<file path="src/rtl/sc_mult_sequencer.sv">
// sc_mult_sequencer: turns two 8-bit operands into LFSR-compared unipolar streams, drives the AND multiplier for nummax cycles and counts the ones in the product stream
//   ports: clk, rst (sync, active-high); start, op_a, op_b, nummax in; sa, sb, stream_valid out to the multiplier; sc product in;
//   busy, done (one-cycle pulse), result (ones count) out. Optional macro SC_DECORR_EN adds an independent LFSR B for sb.
module sc_mult_sequencer #(
  parameter int         LEN_W  = 9,
  parameter logic [7:0] SEED_A = 8'h01,
  parameter logic [7:0] SEED_B = 8'hA5
) (
  input  logic             clk,
  input  logic             rst,
  input  logic             start,
  input  logic [7:0]       op_a,
  input  logic [7:0]       op_b,
  input  logic [LEN_W-1:0] nummax,
  output logic             sa,
  output logic             sb,
  output logic             stream_valid,
  input  logic             sc,
  output logic             busy,
  output logic             done,
  output logic [LEN_W-1:0] result
);
  typedef enum logic [1:0] {IDLE, RUN, DONE} state_t;
  state_t           state_q, state_d;
  logic [7:0]       lfsr_a_q, lfsr_a_d, op_a_q, op_a_d, op_b_q, op_b_d, lfsr_x;
  logic [LEN_W-1:0] nummax_q, nummax_d, cyc_q, cyc_d, ones_q, ones_d, result_q, result_d;
  if (SEED_A == 8'h00 || SEED_B == 8'h00) begin : g_seed_chk
    $error("LFSR seeds must be nonzero");
  end
  function automatic logic [7:0] lfsr_next(input logic [7:0] l);
    return {l[6:0], l[7] ^ l[5] ^ l[4] ^ l[3]};
  endfunction
`ifdef SC_DECORR_EN
  logic [7:0] lfsr_b_q, lfsr_b_d;
  assign lfsr_x = lfsr_b_q;
  always_comb lfsr_b_d = (state_q == IDLE && start) ? SEED_B : (state_q == RUN) ? lfsr_next(lfsr_b_q) : lfsr_b_q;
  always_ff @(posedge clk) lfsr_b_q <= rst ? SEED_B : lfsr_b_d;
`else
  // bit-reversed lfsr_a stands in for a second generator; cheaper but correlated with sa
  always_comb for (int i = 0; i < 8; i++) lfsr_x[i] = lfsr_a_q[7-i];
`endif
  assign stream_valid = state_q == RUN;
  assign busy         = state_q != IDLE;
  assign done         = state_q == DONE;
  assign sa           = stream_valid && (lfsr_a_q < op_a_q);
  assign sb           = stream_valid && (lfsr_x < op_b_q);
  assign result       = result_q;
  always_comb begin
    state_d  = state_q;
    lfsr_a_d = lfsr_a_q;
    op_a_d   = op_a_q;
    op_b_d   = op_b_q;
    nummax_d = nummax_q;
    cyc_d    = cyc_q;
    ones_d   = ones_q;
    result_d = result_q;
    case (state_q)
      IDLE: if (start) begin
        result_d = '0;
        state_d  = (nummax != '0) ? RUN : DONE;
        if (nummax != '0) begin
          op_a_d   = op_a;
          op_b_d   = op_b;
          nummax_d = nummax;
          lfsr_a_d = SEED_A;
          cyc_d    = '0;
          ones_d   = '0;
        end
      end
      RUN: begin
        ones_d   = ones_q + LEN_W'(sc);
        lfsr_a_d = lfsr_next(lfsr_a_q);
        cyc_d    = cyc_q + 1'b1;
        if (cyc_q == nummax_q - 1'b1) begin
          result_d = ones_d;
          state_d  = DONE;
        end
      end
      default: state_d = IDLE;
    endcase
  end
  always_ff @(posedge clk) begin
    if (rst) begin
      state_q  <= IDLE;
      lfsr_a_q <= SEED_A;
      op_a_q   <= '0;
      op_b_q   <= '0;
      nummax_q <= '0;
      cyc_q    <= '0;
      ones_q   <= '0;
      result_q <= '0;
    end else begin
      state_q  <= state_d;
      lfsr_a_q <= lfsr_a_d;
      op_a_q   <= op_a_d;
      op_b_q   <= op_b_d;
      nummax_q <= nummax_d;
      cyc_q    <= cyc_d;
      ones_q   <= ones_d;
      result_q <= result_d;
    end
  end
endmodule

</file>
<file path="config.mk">
export PLATFORM = sky130hd
export DESIGN_NAME = sc_mult_sequencer
export DESIGN_NICKNAME = d
export VERILOG_FILES = /design/src/rtl/sc_mult_sequencer.sv
export SDC_FILE = /design/constraint.sdc
export NUM_CORES = 1
export LEC_CHECK = 0
export BUFFER_PORTS_ARGS = -buffer_cell sky130_fd_sc_hd__buf_2
export CAP_MARGIN = 30
export CORE_ASPECT_RATIO = 1.25
export CORE_MARGIN = 2
export CORE_UTILIZATION = 60
export CTS_CLUSTER_SIZE = 12
export DETAILED_ROUTE_END_ITERATION = 8
export PLACE_DENSITY = 0.93
export SLEW_MARGIN = 10
export SYNTH_ARGS = -nofsm -noshare
export SYNTH_HDL_FRONTEND = slang
export SYNTH_SLANG_ARGS = --single-unit
</file>
<file path="constraint.sdc">
create_clock -name clk -period 5.6 [get_ports clk]
set_clock_uncertainty 0.05 [all_clocks]
set_input_delay 0 -clock clk [delete_from_list [all_inputs] [get_ports clk]]
set_output_delay 0 -clock clk [all_outputs]
set_load 0.01 [all_outputs]
</file>
* Yosys cells after proc, flatten, opt, wreduce, memory -nomap -nowiden
Cells that the tools add are included.
** Word-level totals
- Word-level logic and storage cells :: 46
- Output and inout bits :: 14
- Register bits after elaboration :: 62
** Cells by class
- $lt $le $gt $ge :: 2
- Mux-type cells :: 14
- Bitwise operators :: 3
- Reductions and logical operators :: 10
- $add $sub $neg :: 3
- Eq/ne operators :: 6
** Operators by type and width (count)
- $pmux 9 s2 :: 3
- $mux 9 :: 4
- $lt 8x8->1 :: 2
- $mux 8 :: 2
- $pmux 8 s2 :: 1
- $add 9x1->9 :: 1
- $add 9x1->9 const B :: 1
- $eq 9x9->1 :: 1
- $reduce_and 3->1 :: 3
- $reduce_bool 9->1 :: 1
- $sub 9x1->9 const B :: 1
- $mux 2 :: 3
- $ne 2x2->1 const B :: 2
- $pmux 2 s2 :: 1
- $reduce_bool 2->1 :: 2
- $xor 1x1->1 :: 3
- $eq 2x1->1 const B :: 1
- $eq 2x2->1 const B :: 1
- $logic_and 1x1->1 :: 2
- $logic_not 2->1 :: 1
- $ne 2x1->1 const B :: 1
- $reduce_and 2->1 :: 1

* Depth between registers and ports, before layout
Gate-level depths: netlist (run 1).
- Depth after elaboration :: 4
- Depth in mapped cells :: 9
- Mapped depth without buffers :: 8

* Worst setup path before layout (run 1)
Ideal clock, no wire load.
- Path type :: register to register
- From :: reg nummax_q[0]
- To :: reg state_q[1]
- Arrival time :: 1.890 ns
- Stages on the path, launching flop included :: 9
- Setup time :: 0.060 ns
- Path slack :: 3.600 ns
- Buffers on the path :: 0
- Path through :: dfxtp_1 > inv_1 > ha_1 > nor3b_2 > xnor2_1 > nor4_2 > a21bo_1 > o21ai_4 > o2111a_1
** On the way
- Cells in the longest elaborated chain, start to end :: 4
** Ends and longest elaborated chain
- start, declared :: line 26 : logic [LEN_W-1:0] nummax_q, nummax_d, cyc_q, cyc_d, ones_q, ones_d, result_q, result_d;
- start signal, assigned :: line 97 : nummax_q <= nummax_d;
- $sub 9x1->9 :: line 74 : if (cyc_q == nummax_q - 1'b1) begin
- $eq 9x9->1 :: line 74
- $ne 2x1->1 (no source line)
- $reduce_and 2->1 (no source line)
- end signal, assigned :: line 93 : state_q <= state_d;
- end, declared :: line 24 : state_t state_q, state_d;
Every way passes these cells.
A chain may end at the register's enable or synchronous reset.

* Final worst setup path (run 1)
- From :: reg state_q[0]
- To :: reg result_q[2] (netlist: result[2])
** On the way
- Cells in the longest elaborated chain, start to end :: 3
- Elaborated cells on any way between the ends :: 7
** Ends and longest elaborated chain
- $eq 2x1->1 or $logic_not 2->1 (tied branches) :: line 57 : case (state_q)
- $ne 2x1->1 (no source line) (tied with other cells)
- $reduce_and 3->1 (no source line)
- end signal, assigned :: line 100 : result_q <= result_d;
- end, declared :: line 26
Several ways; a longest one is shown, not always the timed one.

==> results of run 1 <==
==> stage by stage <==
stage,std cells,instance area [um2],worst slack (ns),hold WS (ns)
final,535,3880,3.25,0.109
after global routing,535,3880,3.13,0.123
after CTS,534,3870,3.21,0.0732
after detailed placement,495,3430,3.31,0.195
after global placement,495,3430,3.40,0.189
after floorplan,412,3210,3.60,0.0860
==> worst reg2reg max path, stage by stage (launching register included) <==
cell and delay (ns):
dfxtp_1 0.39, nand2b_1 0.43, inv_2 0.42, o311ai_1 0.15
buf_4 0.20, and3_1 0.26, a31oi_1 0.21, o21ai_0 0.11
==> report_power, final <==
part / internal, mW / total (mW) / switching, mW
logic: 0.0841 / 0.206 / 0.122
clock network: 0.225 / 0.392 / 0.166
registers: 0.461 / 0.482 / 0.0203
total: 0.771 / 1.08 / 0.308
==> flip-flops by register name, indices dropped and copies added, names as in the netlist <==
signal,flops
cyc_q,9
nummax_q,9
ones_q,9
result,9
lfsr_a_q,8
op_a_q,8
op_b_q,8
state_q,2
==> per-layer routing <==
metal  GRT usage  routed length (um)  vias to the layer above
met3      0.0588                 440                       35
li1            -                   -                     1515
met1       0.295                3090                     1444
met4       0.175                 372                        0
met5           0                   0                        -
met2       0.514                4240                      114
==> final cells by class <==
type                       count  area, um2  area share
clock buffer                  13        159      0.0409
clock inverter                 1       30.0     0.00774
inverter                      20       75.1      0.0193
multi-input combinational    307       1810       0.466
tap                           62       77.6      0.0200
sequential                    62       1240       0.320
timing repair buffer          70        490       0.126
==> worst paths after layout <==
| path | startpoint | to | slack, ns |
|---|---|---|---|
| worst min register to register | op_a_q[1] | op_a_q[1] | 0.41 |
| worst min-delay path | start | nummax_q[3] | 0.11 |
| worst max-delay path | state_q[0] | result[2] | 3.25 |
| worst max register to register | state_q[0] | result[2] | 3.25 |
==> cell usage after synthesis, types with 3 or more instances <==
master / count / area share
buf_2: 3 / 0.0047
o21ai_0: 18 / 0.028
clkbuf_1: 20 / 0.023
xnor2_1: 16 / 0.044
a211o_1: 3 / 0.0082
nand2_1: 66 / 0.077
or3_1: 4 / 0.0078
xor2_1: 10 / 0.027
a21o_1: 5 / 0.012
inv_1: 19 / 0.022
o21bai_1: 3 / 0.0070
nor3_1: 7 / 0.011
nor2_1: 52 / 0.061
nand3_1: 7 / 0.011
a21oi_1: 37 / 0.058
dfxtp_1: 62 / 0.39
ha_1: 18 / 0.070
a31oi_1: 13 / 0.025
nand4_1: 5 / 0.0097
a22oi_1: 10 / 0.023
nand2b_1: 4 / 0.0078
==> cell families (layout without fill, tap and decap cells) <==
logic type      Yosys count  after routing  synth area share
simple gates            165            165             0.232
compound gates           98             98             0.190
flops                    62             62             0.386
buf+inv                  43            104            0.0514
xor+xnor                 26             26            0.0708
fa+ha+maj                18             18            0.0701
==> what timing repair did <==
action	in CTS	in global routing
endpoints found under the hold margin	25	0
resized for setup	0	0
hold buffers	25	0
==> results.ini, run 1 <==
[outcome]
outcome = finished, final reports clean

[critical_path]
cp_slowest_cell = nand2b_1
crit_type = register to register
crit_buf_inv = 2
cp.required_ns = 5.77
r2r_cells = 7
crit_chain = nand2b_1 -> inv_2 -> o311ai_1 -> buf_4 -> and3_1 -> a31oi_1 -> o21ai_0
critPathMaxFanout = 16
cp-start-kind = register
cp_num_cells = 7
cp_top_family = simple AND/OR/NAND/NOR gates
worst_ep_arrival_time_ns = 2.52
cp_slowest_stage_delay_ns = 0.43
end_kind = register

[drt]
drc_errors = 0
first_pass_iters = 4
drt_iter0_markers = 224
avgRoutedWirePerCell_um = 15.2
wl_mm = 8.14
dr_total_vias = 3108
ant_nets = 0
via_per_inst = 5.81

[clock_tree]
htree_levels = 3
cts.sinks = 62
root_buffer = clkbuf_8
clkLatencyLatePin_ns = 0.34
cts_tree = built
clockBufferDepth = 2
cts_buffers = 9
post_cts_buffers = 0
clk_pin_slew_ns = 0.06

[global_route]
grt_pass1_vias = 3003
antenna_found_initial = 0
grt_pass1_wl_mm = 13.2
grt_usage = 0.282
grt_max_degree = 49
globalRouteOverflowTotal = 0

[logic_synthesis]
ys_ff_latch = 62
avgSynthCellArea_um2 = 7.80
ys_async_sr_fraction = 0
ys_seq_area_frac = 0.386
synth.distinct_cells = 44
syn-instance-count = 412
ys.flop_type = dfxtp_1
synth_edf_count = 0
syn_nets = 459
netlist_area_mm2 = 0.00321
synth_warnings = 0

[sta]
fmax_ghz = 0.426
drv_slew = 0
worstMarginPinSlew_ns = 0.880
setup_violations = 0
relSlewSlack = 0.413
rsz0062_at_grt = no
hold_viol = 0
fin_tns_setup_ns = 0
period_share = 0.419
period_minus_slack_ns = 2.35

[run]
drv_cap = 0

[place]
gp_congestion = 0.846
io_buffers = 42
dp_hpwl_mm = 5.07

[final_layout]
final_cell_mix = 66 x nand2_1, 62 x dfxtp_1, 52 x nor2_1, 42 x buf_2, 37 x a21oi_1
nNetsFinal = 517
syn_to_final_growth_pct = 20.7
layout-drive-gt1-share = 0.137
diodes = 0
final_util = 0.759
final_common_cell = nand2_1
nFillCells = 341

[pwr]
vdd_ir_drop_max_v = 0.000199
p_per_area_mw_per_mm2 = 278
leakagePower_nw = 1.58
power_mw = 1.08

[floorplanning]
core_mm2 = 0.00512
die-area_mm2 = 0.00596
fp-row-count = 29
initial_utilization = 0.628
die_width_um = 69.5
die_h_um = 85.8
pin_count = 43

[hold_path]
whs_path_depth = 5
min_path_type = input pin to register

Note: power is estimated with default switching activity, not from simulation.
==> inputs of run 2 (changes only) <==
--- a/config.mk
+++ b/config.mk
@@ -9,10 +9,10 @@
 export CAP_MARGIN = 30
 export CORE_ASPECT_RATIO = 1.25
 export CORE_MARGIN = 2
-export CORE_UTILIZATION = 60
+export CORE_UTILIZATION = 57
 export CTS_CLUSTER_SIZE = 12
 export DETAILED_ROUTE_END_ITERATION = 8
-export PLACE_DENSITY = 0.93
+export PLACE_DENSITY = 0.89
 export SLEW_MARGIN = 10
 export SYNTH_ARGS = -nofsm -noshare
 export SYNTH_HDL_FRONTEND = slang
==> constraint.sdc (replaced) <==
create_clock -name clk -period 2.5 [get_ports clk]
set_clock_uncertainty 0.05 [all_clocks]
set_input_delay 0 -clock clk [delete_from_list [all_inputs] [get_ports clk]]
set_output_delay 0 -clock clk [all_outputs]
set_load 0.01 [all_outputs]
==> results.ini, run 2 (synthesis results as in run 1) <==
[outcome]
outcome = finished, final reports clean

[clock_tree]
cts_buffers = 9
htree_levels = 3
clkLatencyLatePin_ns = 0.35
root_buffer = clkbuf_8
clockBufferDepth = 2
cts_tree = built
cts.sinks = 62
post_cts_buffers = 0
clk_pin_slew_ns = 0.07

[drt]
drt_iter0_markers = 279
via_per_inst = 5.75
avgRoutedWirePerCell_um = 15.0
wl_mm = 8.12
ant_nets = 0
drc_errors = 0
first_pass_iters = 5
dr_total_vias = 3114

[critical_path]
crit_chain = inv_1 -> ha_1 -> nor3b_2 -> xnor2_1 -> nor4_2 -> a21bo_1 -> o21ai_4 -> o2111a_1
cp_slowest_stage_delay_ns = 0.42
cp_slowest_cell = dfxtp_1
crit_type = register to register
worst_ep_arrival_time_ns = 2.44
end_kind = register
critPathMaxFanout = 10
cp.required_ns = 2.73
ff2ff_setup_slack_ns = 0.29
cp-start-kind = register

[global_route]
globalRouteOverflowTotal = 0
grt_pass1_wl_mm = 13.7
grt_max_degree = 28
grt_usage = 0.279
grt_pass1_vias = 3055
antenna_found_initial = 0

[sta]
hold_viol = 0
worstMarginPinSlew_ns = 0.525
setup_violations = 0
fmax_ghz = 0.453
fin_tns_setup_ns = 0
rsz0062_at_grt = no
period_share = 0.884
relSlewSlack = 0.650
period_minus_slack_ns = 2.21
drv_slew = 0
layout_setup_ws_ns = 0.291

[floorplanning]
core_mm2 = 0.00544
fp-row-count = 30
pin_count = 43
die_width_um = 71.2
initial_utilization = 0.591
die-area_mm2 = 0.00626
die_h_um = 88.0

[place]
placed_cell_area_mm2 = 0.00346
dp_hpwl_mm = 5.14
place_ws_ns = 0.325
io_buffers = 42
gp_congestion = 0.867

[hold_path]
min_path_type = input pin to register

[final_layout]
final_common_cell = nand2_1
nNetsFinal = 520
diodes = 0
syn_to_final_growth_pct = 22.1
fin_area_mm2 = 0.00393
final_cell_mix = 66 x nand2_1, 62 x dfxtp_1, 52 x nor2_1, 42 x buf_2, 37 x a21oi_1
layout-drive-gt1-share = 0.144

[pwr]
vdd_ir_drop_max_v = 0.000449
power_frac_clock = 0.388
leakagePower_nw = 1.60
p_comb_frac = 0.185
p_sw_frac = 0.280
p_per_area_mw_per_mm2 = 642
p_sw_mw = 0.705
power_mw = 2.52
intPower_mw = 1.81
pwr-share-seq = 0.428

[run]
drv_cap = 0

==> run 2: cell count changes in the layout (fill, tap and decap cells not counted) <==
cell        before  now
clkinvlp_4       0    1
buf_8            1    0
buf_4            2    6
bufinv_16        1    2
clkbuf_1         2    3
clkbuf_8        11   10
==> run 2: cell type report <==
cell class | count | area, um2
timing repair buffer | 73 | 505
fill | 363 | 1520
tap | 64 | 80.1
sequential | 62 | 1240
clock inverter | 3 | 67.6
inverter | 20 | 75.1
clock buffer | 13 | 149
multi-input combinational | 307 | 1810
==> run 2: power by group through the flow <==
stage	clock [mW]	sequential, mW	combinational, mW
floorplan	0	1.08	0.311
global placement	0	1.10	0.405
detailed placement	0	1.10	0.422
CTS	0.991	1.08	0.454
global route	1.03	1.08	0.517
finish	0.976	1.08	0.465
==> run 2: worst max-delay path: cells and delay by family, from the launching register on <==
kind,cells,cell delay [ns]
buffers and inverters,1,0.07
DFF,1,0.42
and+or+nand+nor,2,0.48
AOI/OAI and AO/OA,3,0.73
xor gates and xnor gates,1,0.17
adders and majority gates,1,0.23
==> run 2: final timing paths <==
kind | startpoint | to | cells past startpoint
setup / recovery | nummax_q[0] | state_q[1] | 8
hold / removal | rst | cyc_q[0] | 2
setup reg to reg | nummax_q[0] | state_q[1] | 8
hold reg to reg | op_a_q[1] | op_a_q[1] | 2
==> run 2: per-stage QoR <==
stage,hold WS [ns],instances,util
6_report,0.0629,542,0.721
5_1_grt,0.0817,542,0.721
4_1_cts,0.0451,542,0.721
3_5_place_dp,0.196,501,0.636
3_3_place_gp,0.190,501,0.636
2_1_floorplan,0.0860,412,-
==> run 2: routing by layer <==
layer,GRT usage,up-vias,share of wire
li1,-,1524,-
met1,0.302,1456,0.41
met2,0.508,114,0.52
met3,0.0598,20,0.049
met4,0.142,0,0.026
met5,0,-,0
==> run 2: repair_timing <==
item / in CTS / in global routing
resized for setup: 0 / 0
hold endpoints to repair: 25 / 0
hold buffers: 25 / 0
==> inputs of run 3 (changes only) <==
--- a/config.mk
+++ b/config.mk
@@ -9,10 +9,10 @@
 export CAP_MARGIN = 30
 export CORE_ASPECT_RATIO = 1.25
 export CORE_MARGIN = 2
-export CORE_UTILIZATION = 57
+export CORE_UTILIZATION = 55
 export CTS_CLUSTER_SIZE = 12
 export DETAILED_ROUTE_END_ITERATION = 8
-export PLACE_DENSITY = 0.89
+export PLACE_DENSITY = 0.87
 export SLEW_MARGIN = 10
 export SYNTH_ARGS = -nofsm -noshare
 export SYNTH_HDL_FRONTEND = slang
==> results.ini, run 3 (synthesis results as in run 1) <==
[outcome]
outcome = finished, final reports clean

[drt]
avgRoutedWirePerCell_um = 14.2
ant_nets = 0
wl_mm = 7.72
route.met2.wl_mm = 3.96
met3_length_um = 383
drt-met1-wl_mm = 3.21
first_pass_iters = 5
drt_iter0_markers = 224
drc_errors = 0
top_layer_used = met4
dr_total_vias = 3061
via_per_inst = 5.63

[sta]
drv_slew = 0
hold_viol = 0
fmax_ghz = 0.449
rsz0062_at_grt = no
fin_hold_ws_ns = 0.0572
period_minus_slack_ns = 2.23
relSlewSlack = 0.654
setup_violations = 0
fin_tns_setup_ns = 0
worstMarginPinSlew_ns = 0.519
period_share = 0.891
layout_setup_ws_ns = 0.273

[global_route]
globalRouteOverflowTotal = 0
grt_max_degree = 28
antenna_found_initial = 0
grt_pass1_vias = 2891
grt_usage = 0.253
grt_pass1_wl_mm = 12.8

[run]
drv_cap = 0

[final_layout]
final_util = 0.691
fin_area_mm2 = 0.00394
diodes = 0
layout-drive-gt1-share = 0.151
nNetsFinal = 520
final_common_cell = nand2_1
fin_cells = 544
final_cell_mix = 66 x nand2_1, 62 x dfxtp_1, 52 x nor2_1, 42 x buf_2, 37 x a21oi_1
syn_to_final_growth_pct = 22.6

[pwr]
p_per_area_mw_per_mm2 = 650
p_sw_frac = 0.297
power_frac_clock = 0.401
intPower_mw = 1.80
p_comb_frac = 0.179
leakagePower_nw = 1.61
pwr-share-seq = 0.420
power_mw = 2.56
p_sw_mw = 0.762
vdd_ir_drop_max_v = 0.000543

[floorplanning]
die_h_um = 89.5
die-area_mm2 = 0.00648
die_width_um = 72.4
initial_utilization = 0.564
core_mm2 = 0.00570
pin_count = 43
fp-row-count = 31

[place]
dp_hpwl_mm = 5.01
gp_congestion = 0.857
placed_cell_area_mm2 = 0.00346
dp_cells = 503
place_ws_ns = 0.286
io_buffers = 42

[critical_path]
cp_slowest_stage_delay_ns = 0.42
critPathMaxFanout = 10
cp_slowest_cell = dfxtp_1
crit_chain = inv_1 -> ha_1 -> nor3b_2 -> xnor2_1 -> nor4_2 -> a21bo_1 -> o21ai_4 -> o2111a_1
cp-start-kind = register
crit_buf_inv = 1
end_kind = register
cp.required_ns = 2.75
crit_type = register to register
worst_ep_arrival_time_ns = 2.48
cp_top_family = compound AO/OA/AOI/OAI gates

[clock_tree]
post_cts_buffers = 0
cts_buffers = 9
htree_levels = 3
cts.sinks = 62
clkLatencyLatePin_ns = 0.35
hold_buffers = 25
root_buffer = clkbuf_8
cts_resized = 0
clk_pin_slew_ns = 0.08
cts_tree = built
clockBufferDepth = 2

[hold_path]
min_path_type = input pin to register

run 3: changes by cell type in the layout (fill, tap and decap cells not counted), sizes merged:
cell and delta:
clkinv +1, clkbuf -4, clkinvlp -1, inv +4
run 3: power groups by stage:
stage,Combinational [mW],Clock (mW),Sequential (mW)
global route,0.510,1.08,1.08
floorplan,0.311,0,1.08
detailed placement,0.417,0,1.10
global placement,0.405,0,1.10
finish,0.459,1.03,1.08
CTS,0.452,1.03,1.08
run 3: worst paths after layout:
kind	start	to	slack (ns)	depth (start not counted)
setup reg to reg	nummax_q[0]	state_q[1]	0.27	8
hold / removal	rst	ones_q[3]	0.06	2
setup / recovery	nummax_q[0]	state_q[1]	0.27	8
hold reg to reg	op_a_q[6]	op_a_q[6]	0.41	2
run 3: cell type report:
class	instances	area (um2)
inverter	20	75.1
clock inverter	7	104
clock buffer	9	124
sequential	62	1240
timing repair buffer	73	505
fill	407	1760
tap	66	82.6
multi-input combinational	307	1810
run 3: routing by layer:
layer,vias up,track usage
met1,1399,0.287
met4,0,0.108
met2,111,0.460
met3,24,0.0519
li1,1527,-
met5,-,0
